--- src/rtl/pipeline_ctrl_pkg.sv ---
// Shared encodings for the pipeline hold controller: FSM states, NOP word, control bundles.
package pipeline_ctrl_pkg;

  typedef enum logic [1:0] {
    StIdle    = 2'd0,
    StMemWait = 2'd1,
    StTimeout = 2'd2
  } hold_state_e;

  localparam logic [31:0] NopInstr = 32'h0000_0013;

  typedef struct packed {
    logic pc;
    logic if_id;
    logic id_ex;
    logic ex_mem;
    logic mem_wb;
  } stall_ctrl_t;

  typedef struct packed {
    logic if_id;
    logic id_ex;
    logic ex_mem;
    logic mem_wb;
  } flush_ctrl_t;

endpackage

--- src/rtl/mem_wait_timer.sv ---
// Counts consecutive data-memory wait cycles; terminal flags the last allowed wait cycle.
module mem_wait_timer #(
  parameter int unsigned MEM_TIMEOUT = 16,
  parameter int unsigned CntW        = $clog2(MEM_TIMEOUT + 1)
) (
  input  logic            clk,
  input  logic            reset,
  input  logic            clear_i,
  input  logic            incr_i,
  output logic [CntW-1:0] count_o,
  output logic            terminal_o
);

  logic [CntW-1:0] count_q, count_d;

  always_comb begin
    count_d = count_q;
    if (clear_i) begin
      count_d = '0;
    end else if (incr_i) begin
      count_d = count_q + 1'b1;
    end
  end

  always_ff @(posedge clk) begin
    if (reset) begin
      count_q <= '0;
    end else begin
      count_q <= count_d;
    end
  end

  assign count_o    = count_q;
  assign terminal_o = (count_q == CntW'(MEM_TIMEOUT - 1));

endmodule

--- src/rtl/pipeline_hold_controller.sv ---
// Stall/flush arbitration for a 5-stage pipeline with data-memory wait timeout.
// Optional build macro STALL_CYCLE_COUNTER_EN enables the stall cycle counter.
module pipeline_hold_controller
  import pipeline_ctrl_pkg::*;
#(
  parameter int unsigned MEM_TIMEOUT = 16
) (
  input  logic        clk,
  input  logic        reset,
  input  logic        MEM_mem_request,
  input  logic        dmem_ready,
  input  logic        ID_load_use_hazard,
  input  logic        EX_redirect,
  input  logic        WB_trap_flush,
  output logic        pc_stall,
  output logic        IF_ID_stall,
  output logic        ID_EX_stall,
  output logic        EX_MEM_stall,
  output logic        MEM_WB_stall,
  output logic        IF_ID_flush,
  output logic        ID_EX_flush,
  output logic        EX_MEM_flush,
  output logic        MEM_WB_flush,
  output logic        bus_error,
  output logic [31:0] stall_cycle_count
);

  localparam int unsigned CntW = $clog2(MEM_TIMEOUT + 1);

  hold_state_e     state_q, state_d;
  logic [CntW-1:0] wait_cnt;
  logic            wait_tc;
  logic            cnt_clear;
  logic            cnt_incr;
  logic            mem_hold;
  stall_ctrl_t     stall;
  flush_ctrl_t     flush;

  mem_wait_timer #(
    .MEM_TIMEOUT(MEM_TIMEOUT),
    .CntW       (CntW)
  ) u_mem_wait_timer (
    .clk       (clk),
    .reset     (reset),
    .clear_i   (cnt_clear),
    .incr_i    (cnt_incr),
    .count_o   (wait_cnt),
    .terminal_o(wait_tc)
  );

  always_comb begin
    mem_hold  = MEM_mem_request & ~dmem_ready &
                ((state_q == StIdle) | (state_q == StMemWait));
    state_d   = state_q;
    cnt_clear = 1'b0;
    cnt_incr  = 1'b0;

    if (WB_trap_flush) begin
      state_d   = StIdle;
      cnt_clear = 1'b1;
    end else begin
      unique case (state_q)
        StIdle: begin
          if (mem_hold) begin
            state_d  = StMemWait;
            cnt_incr = 1'b1;
          end
        end
        StMemWait: begin
          if (!mem_hold) begin
            state_d   = StIdle;
            cnt_clear = 1'b1;
          end else if (wait_tc) begin
            state_d = StTimeout;
          end else begin
            cnt_incr = 1'b1;
          end
        end
        StTimeout: begin
          state_d   = StIdle;
          cnt_clear = 1'b1;
        end
        default: begin
          state_d   = StIdle;
          cnt_clear = 1'b1;
        end
      endcase
    end
  end

  // Redirect is deliberately ignored under mem_hold: EX is frozen and replays it on release.
  always_comb begin
    stall = '0;
    flush = '0;
    if (reset) begin
      stall = '0;
    end else if (WB_trap_flush || (state_q == StTimeout)) begin
      flush = '1;
    end else if (mem_hold) begin
      stall.pc     = 1'b1;
      stall.if_id  = 1'b1;
      stall.id_ex  = 1'b1;
      stall.ex_mem = 1'b1;
      flush.mem_wb = 1'b1;
    end else if (EX_redirect) begin
      flush.if_id = 1'b1;
      flush.id_ex = 1'b1;
    end else if (ID_load_use_hazard) begin
      stall.pc    = 1'b1;
      stall.if_id = 1'b1;
      flush.id_ex = 1'b1;
    end
  end

  always_ff @(posedge clk) begin
    if (reset) begin
      state_q <= StIdle;
    end else begin
      state_q <= state_d;
    end
  end

  assign pc_stall     = stall.pc;
  assign IF_ID_stall  = stall.if_id;
  assign ID_EX_stall  = stall.id_ex;
  assign EX_MEM_stall = stall.ex_mem;
  assign MEM_WB_stall = stall.mem_wb;
  assign IF_ID_flush  = flush.if_id;
  assign ID_EX_flush  = flush.id_ex;
  assign EX_MEM_flush = flush.ex_mem;
  assign MEM_WB_flush = flush.mem_wb;
  assign bus_error    = (state_q == StTimeout) & ~WB_trap_flush & ~reset;

`ifdef STALL_CYCLE_COUNTER_EN
  logic [31:0] stall_cnt_q;

  always_ff @(posedge clk) begin
    if (reset) begin
      stall_cnt_q <= '0;
    end else if (pc_stall) begin
      stall_cnt_q <= stall_cnt_q + 32'd1;
    end
  end

  assign stall_cycle_count = stall_cnt_q;
`else
  assign stall_cycle_count = '0;
`endif

endmodule

--- config.mk ---
export PLATFORM = sky130hd
export DESIGN_NAME = pipeline_hold_controller
export DESIGN_NICKNAME = d
export VERILOG_FILES = /design/src/rtl/pipeline_ctrl_pkg.sv /design/src/rtl/mem_wait_timer.sv /design/src/rtl/pipeline_hold_controller.sv
export SDC_FILE = /design/constraint.sdc
export NUM_CORES = 1
export LEC_CHECK = 0
export CORE_MARGIN = 2
export CORE_UTILIZATION = 36
export CTS_CLUSTER_DIAMETER = 60
export DETAILED_ROUTE_END_ITERATION = 10
export PLACE_DENSITY = 0.79
export RECOVER_POWER = 25
export SETUP_SLACK_MARGIN = 0.1
export SLEW_MARGIN = 0
export SYNTH_ARGS = -nofsm -noshare
export SYNTH_HDL_FRONTEND = slang
export SYNTH_SLANG_ARGS = --single-unit
--- constraint.sdc ---
create_clock -name clk -period 3.95 [get_ports clk]
set_input_delay 0.395 -clock clk [delete_from_list [all_inputs] [get_ports clk]]
set_output_delay 0.395 -clock clk [all_outputs]
set_load 0.03 [all_outputs]
==> reports/qor.txt <==
status - complete, no violations
worst skew pair latency - 0.25 ns
Synth Register Bits - 7
Seq/Total Area, Yosys - 20.70%
TritonCTS Buffers - 3
async set or reset register ratio after synthesis - 0%
Min Hold Slack - 0.4810 ns
CTS resizes - 0
overall die width - 47.36 um
Initial Util - 38.78%
placed cell area - 703.2 sq um
post-route DRC violation count - 0
Crit Path Category - input pin to output pin
GP Congestion - 0.7667
Worst Path Required - 3.56 ns
WL/cell - 8.520 um
Area Growth Syn to Fin - 7.763%
mapped cell area - 676.9 sq um
clock sink total - 7
actual slew at the worst max-slew pin - 0.5396 ns
endpoint class of the critical path - output pin
VDD IR max - 0.1763 mV
PnR worst setup slack - 1.005 ns
setup bufs post-CTS - 0
row cnt - 15
Die Y - 47.36 um
Synth area leader - buf_4
1st-iter DRT viols - 7
number of setup violations in the final report - 0
final setup skew - 0.001335 ns
Final Routed Wirelength - 1.082 mm
Crit path arrival time - 2.55 ns
YS warnings - 0
cts hold-fix bufs - 0
Layout Nets - 112
EDFF count, synth - 0
Synth top cells by count - buf_4 (35), a21oi_1 (9), dfxtp_1 (7)
most common cell in the netlist - buf_4
worst-path fanout max - 16
fin crit share - 74.57%
via/cell ratio - 4.024
unrepaired setup endpoints after global routing - false
remaining antenna violation count - 0
clk slew on worst S/H paths - 0.05 ns
H-tree depth - 1
Cells after Synth - 89
leak pwr - 0.0003138 uW
Root Driver - clkbuf_4
synth top area cells - buf_4 (39%), dfxtp_1 (21%), a21oi_1 (6.7%)
Place WS - 1.043 ns
fin. max-slew vios - 0
relative slew slack - 63.65%
I/O pins - 49
CTS tree - done
final HPWL from detailed placement - 891.5 um
Core Box Area - 0.001745 sq mm
Pre-antenna DRT Iters - 3
crit path time final - 2.945 ns
Netlist cell types - 24
Hold WC Path Type - flop to flop
fin util - 41.79%
port bufs - 15
via count - 511
Max-Cap Viols - 0
P per Cell Area - 291.0 mW/mm^2
largest net degree at the start of global routing - 17
final non-filler cell area - 729.5 sq um
vias in the first global route - 355
fill count - 172
setup TNS - 0 ns
layout cells sized above 1 - 2.941%
Final Hold Fails - 0
Ant. Diodes - 0
area of the die - 0.002243 sq mm
GR Util All Layers - 9.572%
Synth Area per Inst - 7.606 sq um
maximum clock frequency - 0.3395 GHz
Overflow after GRT - 0
first-pass GRT wire length - 1.483 mm
initial antenna violation count - 0
Clock Path Buffers - 2
share of the synthesized area in the top cell type - 38.82%
Post-synth top flop - dfxtp_1
Startpoint Class - input pin
==> flip-flops by register name, indices dropped and copies added (netlist names) <==
name,count
u_mem_wait_timer.count_o,5
state_q,2
==> cells by family after synthesis <==
family,count (synthesis),synth area share [%]
flops,7,20.70
buf+inv,42,42.88
other cells,1,0.5540
simple gates,18,16.08
compound gates,19,16.08
fa+ha+maj,2,3.696
==> metrics by stage <==
| step | cells | power (uW) |
|---|---|---|
| 4_1_cts | 127 | 214.0 |
| 2_1_floorplan | 121 | 159.0 |
| 5_1_grt | 127 | 222.7 |
| 3_3_place_gp | 123 | 148.0 |
| 6_report | 127 | 212.2 |
| 3_5_place_dp | 123 | 148.6 |
==> final timing paths <==
check	from	slack [ns]	depth (start not counted)	end
min reg2reg	u_mem_wait_timer.count_o[3]	0.48	2	u_mem_wait_timer.count_o[3]
max reg2reg	u_mem_wait_timer.count_o[0]	2.05	6	u_mem_wait_timer.count_o[3]
max	MEM_mem_request	1.00	4	EX_MEM_stall
min	u_mem_wait_timer.count_o[3]	0.48	2	u_mem_wait_timer.count_o[3]
==> power by group <==
| part | total (uW) | switching, uW | internal, uW |
|---|---|---|---|
| clock | 64.6 | 26.1 | 38.5 |
| combinational | 75.8 | 60.8 | 15.1 |
| sequential | 71.8 | 0.554 | 71.3 |
| total | 212 | 87.4 | 125 |
==> critical path: stages <==
cell and delay, ns:
dlygate4sd3_1 0.53, or3b_1 0.55, nor3_1 0.33, clkdlybuf4s50_1 0.75
==> per-layer routing <==
metal | up-vias | share of wire [%] | GRT usage (%)
met5 | - | 0 | 0
met4 | 0 | 0.46 | 1.667
met3 | 2 | 11 | 5.769
met2 | 27 | 49 | 12.97
met1 | 224 | 40 | 13.10
li1 | 258 | - | -
==> final cells by class <==
cell class	count	area [sq um]	share of cell area (%)
well taps	25	31.28	4.288
clock buffers	4	26.28	3.602
flip-flops and latches	7	140.1	19.21
multi-input cells	72	366.6	50.26
inverters	4	15.01	2.058
repair buffers	15	150.1	20.58
==> cells in the final DEF, fill, tap and decap left out <==
| cell | instances |
|---|---|
| nand3_1 | 1 |
| conb_1 | 33 |
| nor3_1 | 3 |
| dfxtp_1 | 7 |
| a21oi_1 | 9 |
| nor2_1 | 1 |
| a2111oi_0 | 1 |
| or3_1 | 3 |
| or4_1 | 2 |
| or3b_1 | 1 |
| nand2_1 | 1 |
| o21ai_0 | 5 |
| o31ai_1 | 2 |
| inv_1 | 4 |
| nor2b_1 | 1 |
| a211oi_1 | 1 |
| or2b_1 | 1 |
| dlygate4sd3_1 | 1 |
| and3_1 | 2 |
| nand2b_1 | 2 |
| ha_1 | 2 |
| clkbuf_1 | 1 |
| clkbuf_4 | 3 |
| clkdlybuf4s50_1 | 14 |
| a21o_1 | 1 |
No activity file was read; power rests on OpenSTA's default activity.
